`src/rtl/bsw_pkg.sv`:
```
// bsw_pkg: shared definitions for the banded Smith-Waterman job scheduler.
//   - default sequence lengths and the derived bus widths
//   - scheduler state encoding
//   - id_width(): width of a requester index for a given requester count
package bsw_pkg;

  localparam int BASE_W   = 2;                  // bits per base / aligned symbol
  localparam int DEF_RLEN = 12;                 // bases per input sequence
  localparam int DEF_ALEN = 15;                 // symbols per aligned output
  localparam int SEQ_W    = BASE_W * DEF_RLEN;  // input sequence bus width
  localparam int ALN_W    = BASE_W * DEF_ALEN;  // aligned output bus width

  typedef enum logic [2:0] {
    ST_IDLE      = 3'd0,
    ST_LAUNCH    = 3'd1,
    ST_WAIT_LOW  = 3'd2,
    ST_WAIT_HIGH = 3'd3,
    ST_RESP      = 3'd4
  } state_e;

  // A single requester still needs a one-bit index bus.
  function automatic int id_width(input int n);
    if (n <= 1) begin
      return 1;
    end else begin
      return $clog2(n);
    end
  endfunction

endpackage

```
`src/rtl/bsw_rr_arbiter.sv`:
```
// bsw_rr_arbiter: purely combinational round-robin arbiter.
//   req  - request vector
//   ptr  - index where the search starts (highest priority)
//   en   - arbitration enable; no grant when low
//   gnt  - one-hot grant (or zero)
//   idx  - encoded index of the granted requester (0 when no grant)
// The pointer register belongs to the caller.
module bsw_rr_arbiter
  import bsw_pkg::*;
#(
  parameter int NREQ = 4,
  parameter int ID_W = id_width(NREQ)
) (
  input  logic [NREQ-1:0] req,
  input  logic [ID_W-1:0] ptr,
  input  logic            en,
  output logic [NREQ-1:0] gnt,
  output logic [ID_W-1:0] idx
);

  logic            found;
  logic [ID_W-1:0] cand;

  // Search upward from ptr with wrap-around; the first set request wins.
  always_comb begin
    gnt   = '0;
    idx   = '0;
    found = 1'b0;
    cand  = '0;
    for (int i = 0; i < NREQ; i++) begin
      cand = ID_W'((int'(ptr) + i) % NREQ);
      if (en && !found && req[cand]) begin
        found     = 1'b1;
        gnt[cand] = 1'b1;
        idx       = cand;
      end else begin
        found = found;
      end
    end
  end

endmodule

```
`src/rtl/bsw_job_scheduler.sv`:
```
// bsw_job_scheduler: shares one banded Smith-Waterman accelerator between
// NREQ requesters.
//   req_valid/req_ready/req_R/req_Q - per-requester job intake (packed slots)
//   rsp_*                           - valid/ready response with requester id
//   acc_*                           - accelerator start, inputs and results
//   busy, jobs_done, timeouts       - status and statistics
// Flow: IDLE (grant) -> LAUNCH (start pulse) -> WAIT_LOW (ignore stale done)
//       -> WAIT_HIGH (capture result) -> RESP (hold until accepted) -> IDLE.
module bsw_job_scheduler
  import bsw_pkg::*;
#(
  parameter int NREQ      = 4,
  parameter int RLEN      = DEF_RLEN,
  parameter int ALEN      = DEF_ALEN,
  parameter int START_CYC = 1,
  parameter int TIMEOUT   = 1024,
  localparam int ID_W     = id_width(NREQ),
  localparam int S_W      = BASE_W * RLEN,
  localparam int A_W      = BASE_W * ALEN
) (
  input  logic                clk,
  input  logic                reset_n,
  input  logic [NREQ-1:0]     req_valid,
  output logic [NREQ-1:0]     req_ready,
  input  logic [NREQ*S_W-1:0] req_R,
  input  logic [NREQ*S_W-1:0] req_Q,
  output logic                rsp_valid,
  input  logic                rsp_ready,
  output logic [ID_W-1:0]     rsp_id,
  output logic [A_W-1:0]      rsp_R_aligned,
  output logic [A_W-1:0]      rsp_Q_aligned,
  output logic                rsp_timeout,
  output logic                acc_start,
  output logic [S_W-1:0]      acc_R,
  output logic [S_W-1:0]      acc_Q,
  input  logic [A_W-1:0]      acc_R_aligned,
  input  logic [A_W-1:0]      acc_Q_aligned,
  input  logic                acc_ready,
  output logic                busy,
  output logic [15:0]         jobs_done,
  output logic [7:0]          timeouts
);

  localparam int SC_W = (START_CYC > 1) ? $clog2(START_CYC) : 1;
  localparam int WD_W = $clog2(TIMEOUT + 1);

  state_e          state_q, state_d;
  logic [ID_W-1:0] rr_ptr_q, rr_ptr_d;
  logic [ID_W-1:0] job_id_q, job_id_d;
  logic [S_W-1:0]  job_r_q, job_r_d;
  logic [S_W-1:0]  job_qs_q, job_qs_d;
  logic [SC_W-1:0] start_cnt_q, start_cnt_d;
  logic [WD_W-1:0] wdog_q, wdog_d;
  logic            acc_start_q, acc_start_d;
  logic            rsp_valid_q, rsp_valid_d;
  logic [A_W-1:0]  rsp_r_q, rsp_r_d;
  logic [A_W-1:0]  rsp_qa_q, rsp_qa_d;
  logic            rsp_timeout_q, rsp_timeout_d;
  logic            busy_q, busy_d;
  logic [15:0]     jobs_done_q, jobs_done_d;
  logic [7:0]      timeouts_q, timeouts_d;

  logic [NREQ-1:0] gnt_s;
  logic [ID_W-1:0] gnt_idx_s;
  logic            arb_en_s;
  logic            wdog_exp_s;

  // Grants only in IDLE, and never while reset is applied.
  assign arb_en_s   = (state_q == ST_IDLE) && reset_n;
  // The current cycle is the TIMEOUT-th counted cycle since LAUNCH entry.
  assign wdog_exp_s = (wdog_q >= WD_W'(TIMEOUT - 1));

  bsw_rr_arbiter #(.NREQ(NREQ), .ID_W(ID_W)) u_arb (
    .req (req_valid),
    .ptr (rr_ptr_q),
    .en  (arb_en_s),
    .gnt (gnt_s),
    .idx (gnt_idx_s)
  );

  assign req_ready     = gnt_s;
  assign rsp_valid     = rsp_valid_q;
  assign rsp_id        = job_id_q;
  assign rsp_R_aligned = rsp_r_q;
  assign rsp_Q_aligned = rsp_qa_q;
  assign rsp_timeout   = rsp_timeout_q;
  assign acc_start     = acc_start_q;
  assign acc_R         = job_r_q;
  assign acc_Q         = job_qs_q;
  assign busy          = busy_q;
  assign jobs_done     = jobs_done_q;
  assign timeouts      = timeouts_q;

  // Next-state and next-output computation for the job sequencer.
  always_comb begin
    state_d       = state_q;
    rr_ptr_d      = rr_ptr_q;
    job_id_d      = job_id_q;
    job_r_d       = job_r_q;
    job_qs_d      = job_qs_q;
    start_cnt_d   = start_cnt_q;
    wdog_d        = wdog_q;
    acc_start_d   = acc_start_q;
    rsp_valid_d   = rsp_valid_q;
    rsp_r_d       = rsp_r_q;
    rsp_qa_d      = rsp_qa_q;
    rsp_timeout_d = rsp_timeout_q;
    jobs_done_d   = jobs_done_q;
    timeouts_d    = timeouts_q;
    case (state_q)
      ST_IDLE: begin
        if (|gnt_s) begin
          job_id_d    = gnt_idx_s;
          job_r_d     = req_R[int'(gnt_idx_s) * S_W +: S_W];
          job_qs_d    = req_Q[int'(gnt_idx_s) * S_W +: S_W];
          rr_ptr_d    = (int'(gnt_idx_s) == NREQ - 1) ? '0 : gnt_idx_s + ID_W'(1);
          start_cnt_d = '0;
          wdog_d      = '0;
          acc_start_d = 1'b1;
          state_d     = ST_LAUNCH;
        end else begin
          acc_start_d = 1'b0;
        end
      end
      ST_LAUNCH: begin
        wdog_d = wdog_q + WD_W'(1);
        if (start_cnt_q == SC_W'(START_CYC - 1)) begin
          acc_start_d = 1'b0;
          state_d     = ST_WAIT_LOW;
        end else begin
          start_cnt_d = start_cnt_q + SC_W'(1);
          acc_start_d = 1'b1;
        end
      end
      ST_WAIT_LOW, ST_WAIT_HIGH: begin
        wdog_d = wdog_q + WD_W'(1);
        // Completion is only valid after the low phase; it beats the watchdog.
        if ((state_q == ST_WAIT_HIGH) && acc_ready) begin
          rsp_r_d       = acc_R_aligned;
          rsp_qa_d      = acc_Q_aligned;
          rsp_timeout_d = 1'b0;
          rsp_valid_d   = 1'b1;
          state_d       = ST_RESP;
        end else if (wdog_exp_s) begin
          rsp_r_d       = '0;
          rsp_qa_d      = '0;
          rsp_timeout_d = 1'b1;
          rsp_valid_d   = 1'b1;
          timeouts_d    = (timeouts_q == 8'hFF) ? 8'hFF : timeouts_q + 8'd1;
          state_d       = ST_RESP;
        end else if ((state_q == ST_WAIT_LOW) && !acc_ready) begin
          state_d = ST_WAIT_HIGH;
        end else begin
          state_d = state_q;
        end
      end
      ST_RESP: begin
        if (rsp_ready) begin
          rsp_valid_d = 1'b0;
          jobs_done_d = jobs_done_q + 16'd1;
          state_d     = ST_IDLE;
        end else begin
          rsp_valid_d = 1'b1;
        end
      end
      default: begin
        acc_start_d = 1'b0;
        rsp_valid_d = 1'b0;
        state_d     = ST_IDLE;
      end
    endcase
    busy_d = (state_d != ST_IDLE);
  end

  // State and output registers; reset drops any in-flight job.
  always_ff @(posedge clk or negedge reset_n) begin
    if (!reset_n) begin
      state_q       <= ST_IDLE;
      rr_ptr_q      <= '0;
      job_id_q      <= '0;
      job_r_q       <= '0;
      job_qs_q      <= '0;
      start_cnt_q   <= '0;
      wdog_q        <= '0;
      acc_start_q   <= 1'b0;
      rsp_valid_q   <= 1'b0;
      rsp_r_q       <= '0;
      rsp_qa_q      <= '0;
      rsp_timeout_q <= 1'b0;
      busy_q        <= 1'b0;
      jobs_done_q   <= 16'd0;
      timeouts_q    <= 8'd0;
    end else begin
      state_q       <= state_d;
      rr_ptr_q      <= rr_ptr_d;
      job_id_q      <= job_id_d;
      job_r_q       <= job_r_d;
      job_qs_q      <= job_qs_d;
      start_cnt_q   <= start_cnt_d;
      wdog_q        <= wdog_d;
      acc_start_q   <= acc_start_d;
      rsp_valid_q   <= rsp_valid_d;
      rsp_r_q       <= rsp_r_d;
      rsp_qa_q      <= rsp_qa_d;
      rsp_timeout_q <= rsp_timeout_d;
      busy_q        <= busy_d;
      jobs_done_q   <= jobs_done_d;
      timeouts_q    <= timeouts_d;
    end
  end

endmodule

```
`config.mk`:
```
export PLATFORM = sky130hd
export DESIGN_NAME = bsw_job_scheduler
export DESIGN_NICKNAME = d
export VERILOG_FILES = /design/src/rtl/bsw_pkg.sv /design/src/rtl/bsw_rr_arbiter.sv /design/src/rtl/bsw_job_scheduler.sv
export SDC_FILE = /design/constraint.sdc
export NUM_CORES = 1
export LEC_CHECK = 0
export CORE_AREA = 2 2 157 159
export DETAILED_ROUTE_END_ITERATION = 16
export DIE_AREA = 0 0 159 161
export HOLD_SLACK_MARGIN = 0.12
export PLACE_DENSITY = 0.81
export SYNTH_ARGS = -nofsm -noshare
export SYNTH_HDL_FRONTEND = slang
export SYNTH_SLANG_ARGS = --single-unit
```
`constraint.sdc`:
```
create_clock -name clk -period 4.85 [get_ports clk]
set_input_delay 0.485 -clock clk [delete_from_list [all_inputs] [get_ports clk]]
set_output_delay 0.485 -clock clk [all_outputs]
set_load 0.05 [all_outputs]
```
==> impl_metrics.toml, run 1 <==
[die]
die_h_um = 161
die_x_um = 159
die-area_sq_um = 25600
initial_utilization = 0.342
rows = 57
io_pins = 402
core_sq_um = 24000

[critical_path]
criticalPathCategory = "in2out"
cp-start-kind = "input port"
crit_path_end_kind = "output pin"
cp_slowest_cell = "clkdlybuf4s50_1"
cp_top_family = "buffers and inverters"
path_buf_inv = 4
crit_required_ns = 4.37
critical_path_arrival_ns = 3.80
path_cells = "dlygate4sd3_1 > buf_6 > nor4b_1 > and4_1 > or2_1 > a22oi_1 > inv_1 > clkdlybuf4s50_1"
crit_path_max_incr_delay_ns = 0.85
cp_max_fo = 46

[detailed_routing]
first_pass_iters = 4
drt-initial-drc-count = 355
antenna_left = 0
vias = 6876
routedWlPerCell_um = 18.8
drc_errors = 0
wl_mm = 26.1
viasPerCell = 4.96

[final_layout]
final_cell_mix = "clkdlybuf4s50_1 (400), dfrtp_1 (154), mux2i_1 (149)"
nets = 1319
final_common_cell = "clkdlybuf4s50_1"
layout-drive-gt1-share = 0.111
final.fill_count = 2084
area_growth_pct = 61.0

[synth]
syn_inst = 649
synth_edf_count = 0
syn_nets = 920
yosysUniqueCellTypes = 47
post_synth_instance_area_sq_um = 8200
async_flop_share = 1.00
synth_seq_area_share = 0.470
ys.flop_type = "dfrtp_1"
syn_area_per_cell_sq_um = 12.6
yosys_warnings = 0
postSynthRegisterBits = 154

[cts]
path_clk_slew_ns = 0.07
tritoncts = "yes"
cts_buffers = 17
cts_setup_buffers = 0
clk_latency_ns = 0.42
cts_root_buffer = "clkbuf_16"
htreeDepth = 4
clock_sinks = 154
cts_buffer_depth = 2

[timing]
max-slew-margin-rel = 0.403
final_min_period_over_clock_period = 0.884
setup_viol = 0
max_slew.worst_pin.slew_ns = 0.895
fin_tns_setup_ns = 0
skew_ns = 0.0141
report.final.slew_viol_count = 0
hold_viol_final = 0
max_freq_mhz = 233
rsz0062_at_grt = "false"
finalCriticalPeriod_ns = 4.29

[pwr]
power_leakage_nw = 5.97
powerDensity_nw_per_um2 = 690
finalPower_mw = 9.11
ir_worst_vdd_mv = 0.456

[status]
status = "finished clean"

[global_routing]
antenna_found_initial = 2
grt_usage = 0.203
grt_pass1_wl_mm = 40.7
grt_pass1_vias = 7250
grt_overflow = 0
grt_start_max_net_pins = 63

[place]
post-dp-hpwl_mm = 19.7
routabilityCongestion = 0.855
port_buffers = 401

[job]
drv_cap = 0

[worst_hold_path]
hold_path.class = "reg2reg"
## registers in the layout, indices dropped and copies added, names as in the netlist, named ones only
signal	flops
rr_ptr_q	1
jobs_done	16
rsp_valid	1
busy	1
rsp_R_aligned	30
acc_start	1
rsp_Q_aligned	30
acc_Q	24
rsp_timeout	1
state_q	3
acc_R	24
rsp_id	2
timeouts	8
wdog_q	11
## through the flow
stage	utilization	instances	hold WS (ns)	worst slack, ns	instance area [sq um]
after floorplan	-	649	0.189	1.61	8200
after global placement	0.525	1352	0.459	0.785	12600
after detailed placement	0.525	1352	0.448	0.755	12600
after CTS	0.551	1385	0.502	0.582	13200
after global routing	0.551	1387	0.514	0.362	13200
final	0.551	1387	0.493	0.561	13200
## worst paths after layout
| path | start | endpoint | slack, ns | cells past startpoint |
|---|---|---|---|---|
| setup / recovery | reset_n | req_ready[2] | 0.56 | 8 |
| hold / removal | rsp_timeout$_DFFE_PN0P_ | rsp_timeout$_DFFE_PN0P_ | 0.49 | 1 |
| setup reg to reg | rr_ptr_q[1]$_DFFE_PN0P_ | acc_R[23]$_DFFE_PN0P_ | 0.90 | 10 |
| hold reg to reg | rsp_timeout$_DFFE_PN0P_ | rsp_timeout$_DFFE_PN0P_ | 0.49 | 1 |
| max in group asynchronous | reset_n | rsp_Q_aligned[26]$_DFFE_PN0P_ | 3.14 | 3 |
| min in group asynchronous | reset_n | state_q[2]$_DFF_PN0_ | 0.57 | 2 |
## final cells by class
type	instances	area, sq um	area share
sequential	154	3850	0.292
clock buffer	17	425	0.0322
tap	324	405	0.0307
clock inverter	15	178	0.0135
multi-input combinational	443	4090	0.310
timing repair buffer	421	4210	0.319
inverter	11	41.3	0.00313
antenna	2	5.00	0.000379
## synth_stat cells, drive strengths merged, types with 11 or more instances
| cell type | instances | area share |
|---|---|---|
| a22o | 64 | 0.068 |
| buf | 27 | 0.025 |
| clkbuf | 14 | 0.0064 |
| dfrtp | 154 | 0.47 |
| ha | 11 | 0.017 |
| inv | 11 | 0.0050 |
| mux2 | 54 | 0.095 |
| mux2i | 149 | 0.18 |
| nand2 | 30 | 0.014 |
| nor2 | 21 | 0.0096 |
| xnor2 | 12 | 0.013 |
| xor2 | 18 | 0.019 |
## metal layers
metal,vias up,track usage,share of wire
li1,3196,-,-
met1,3333,0.232,0.39
met2,300,0.348,0.50
met3,47,0.0688,0.074
met4,0,0.0835,0.035
met5,-,0,0
## repair_timing
item                      in CTS  in global routing
hold buffers                   1                  0
hold endpoints to repair      42                  0
gates resized for setup        0                  0
## where the power goes
part | internal, mW | switching, mW | leakage (nW)
sequential | 1.82 | 0.375 | 1.95
combinational | 2.42 | 3.16 | 3.73
clock | 0.696 | 0.643 | 0.290
## cell families after synthesis
logic type               after synthesis  share of synthesized area
flip-flops                           154                      0.470
AO/OA/AOI/OAI                         94                     0.0935
buffers and inverters                 52                     0.0362
multiplexers                         207                      0.288
XOR/XNOR                              30                     0.0320
adder cells (fa/ha/maj)               11                     0.0168
AND/OR/NAND/NOR                      101                     0.0635
Power figures use the tool's default switching activity.
==> run 2, diff against run 1 <==
Settings changed: CORE_AREA 2 2 157 159 to 4 4 155 157, GPL_ROUTABILITY_DRIVEN set to 0, PLACE_DENSITY 0.81 to 0.84.
==> run 2 against run 1 <==
Worst hold slack got worse by 0.012 ns. Combinational power fell by 1%. Via count fell by 0.79%. Clock skew barely moved. Total power fell by 0.61%. Non-clock buffer count fell by 6. Final area fell by 1.1%. Register-to-register slack got worse by 0.06 ns. Clock-buffer cell count rose by 1. Sequential power barely moved. Final cell count fell by 3.2%. Global-route usage fell by 0.64 points. Highest routed layer unchanged.
==> impl_metrics.toml, run 2 (synthesis gave the netlist of run 1 again) <==
[status]
status = "finished clean"

[critical_path]
cp_top_family = "buffers and inverters"
criticalPathCategory = "reg2out"
cp-start-kind = "register"
crit_top_cell = "inv_1"
crit_required_ns = 4.37
cp_max_fo = 11
crit_path_max_incr_delay_ns = 0.84
critical_path_arrival_ns = 3.75
cp_slowest_cell = "clkdlybuf4s50_1"
path_cells = "inv_1 > ha_1 > mux2_2 > nor4_2 > or2_1 > a222oi_1 > inv_1 > clkdlybuf4s50_1"
crit_path_end_kind = "output pin"
path_buf_inv = 3

[final_layout]
seq_area_sq_um = 3850
multi_input_area_sq_um = 4090
finish.instance_area_sq_um = 13100
nets = 1313
layout-drive-gt1-share = 0.105
area_growth_pct = 59.3
final_common_cell = "clkdlybuf4s50_1"
final.fill_count = 1886
final_cell_mix = "clkdlybuf4s50_1 (400), dfrtp_1 (154), mux2i_1 (149)"

[place]
pre_cts_ws_ns = 0.893
port_buffers = 401
post-dp-hpwl_mm = 19.9
place_area_sq_um = 12500

[cts]
clk_latency_ns = 0.42
tritoncts = "yes"
path_clk_slew_ns = 0.07
htreeDepth = 4
cts_root_buffer = "clkbuf_16"
cts_buffers = 17
cts_buffer_depth = 2
clock_sinks = 154

[die]
core_sq_um = 22500
initial_utilization = 0.364
die-area_sq_um = 25600
die_x_um = 159
rows = 55
io_pins = 402
die_h_um = 161

[timing]
skew_ns = 0.0143
rsz0062_at_grt = "false"
hold_viol_final = 0
finalCriticalPeriod_ns = 4.24
report.final.slew_viol_count = 0
max_freq_mhz = 236
final_min_period_over_clock_period = 0.874
max_slew.worst_pin.slew_ns = 1.01
layout_setup_ws_ns = 0.612
setup_viol = 0
max-slew-margin-rel = 0.328
fin_tns_setup_ns = 0

[pwr]
ir_worst_vdd_mv = 0.417
switching_power_mw = 4.14
seq_power_share = 0.243
powerDensity_nw_per_um2 = 693
power_leakage_nw = 5.92
combPwrFrac = 0.610
switching_share = 0.457
internal-power_mw = 4.91
clockPowerShare = 0.147

[detailed_routing]
antenna_left = 0
wl_met3_mm = 1.99
routedWlPerCell_um = 19.6
viasPerCell = 5.08
wl_met2_mm = 13.7
drc_errors = 0
wl_met1_mm = 10.2
first_pass_iters = 5
vias = 6822
drt-initial-drc-count = 269
top_layer = "met4"
wl_mm = 26.2

[worst_hold_path]
hold_path.class = "reg2reg"

[job]
drv_cap = 0

[global_routing]
antenna_found_initial = 2
grt_pass1_wl_mm = 40.7
grt_pass1_vias = 7347
grt_usage = 0.196
grt_start_max_net_pins = 80
grt_overflow = 0
## run 2: cell count changes in the layout (fill, tap and decap cells not counted)
cell / previous run / this run
buf_12: 3 / 1
buf_4: 16 / 12
bufinv_16: 0 / 1
clkbuf_1: 0 / 1
clkinv_4: 3 / 4
clkinv_8: 5 / 0
clkinvlp_4: 1 / 2
inv_8: 4 / 5
## run 2: layer usage
| layer | track usage | vias to the layer above |
|---|---|---|
| met4 | 0.0489 | 0 |
| met3 | 0.0656 | 23 |
| met1 | 0.222 | 3344 |
| met5 | 0 | - |
| li1 | - | 3179 |
| met2 | 0.358 | 276 |
## run 2: worst register-to-register path, delay by kind of cell (launching register included)
kind / cells / cell delay [ns]
mux: 4 / 1.06
buf+inv: 3 / 0.98
flops: 1 / 0.60
compound gates: 2 / 0.51
fa+ha+maj: 1 / 0.47
simple gates: 1 / 0.27
## run 2: per-stage QoR
stage	util	power [mW]	hold slack [ns]	instances
6_report	0.581	9.05	0.481	1342
3_3_place_gp	0.554	7.67	0.389	1307
4_1_cts	0.580	9.13	0.481	1340
2_1_floorplan	-	6.09	0.189	649
5_1_grt	0.581	9.49	0.508	1342
3_5_place_dp	0.554	7.76	0.390	1307
## run 2: worst paths after layout
path,start,end,slack (ns),cells after the start
min in group asynchronous,reset_n,async pin,0.55,2
setup / recovery,rr_ptr_q[1]$_DFFE_PN0P_,req_ready[1],0.61,8
hold / removal,jobs_done[15]$_DFFE_PN0P_,jobs_done[15]$_DFFE_PN0P_,0.48,1
hold reg to reg,jobs_done[15]$_DFFE_PN0P_,jobs_done[15]$_DFFE_PN0P_,0.48,1
setup reg to reg,rr_ptr_q[1]$_DFFE_PN0P_,acc_Q[23]$_DFFE_PN0P_,0.84,11
max in group asynchronous,reset_n,acc_Q[12]$_DFFE_PN0P_,2.33,4
## run 2: repair_timing
action / in CTS / in global routing
endpoints found under the hold margin: 28 / 0
buffers inserted: 0 / 0
hold buffers: 1 / 0
gates resized for setup: 0 / 0
## run 2: area by class of cell
cell class                 count  share of cell area
sequential                   154               0.295
clock inverter                14              0.0118
clock buffer                  18              0.0329
tap                          285              0.0273
timing repair buffer         415               0.317
multi-input combinational    443               0.313
inverter                      11             0.00316
antenna                        2            0.000383
## run 2: power groups by stage
stage	logic (mW)	clock network [mW]	registers, mW
global route	5.80	1.42	2.27
detailed placement	5.55	0	2.21
CTS	5.56	1.37	2.20
global placement	5.47	0	2.20
floorplan	2.38	0	3.72
finish	5.52	1.33	2.20
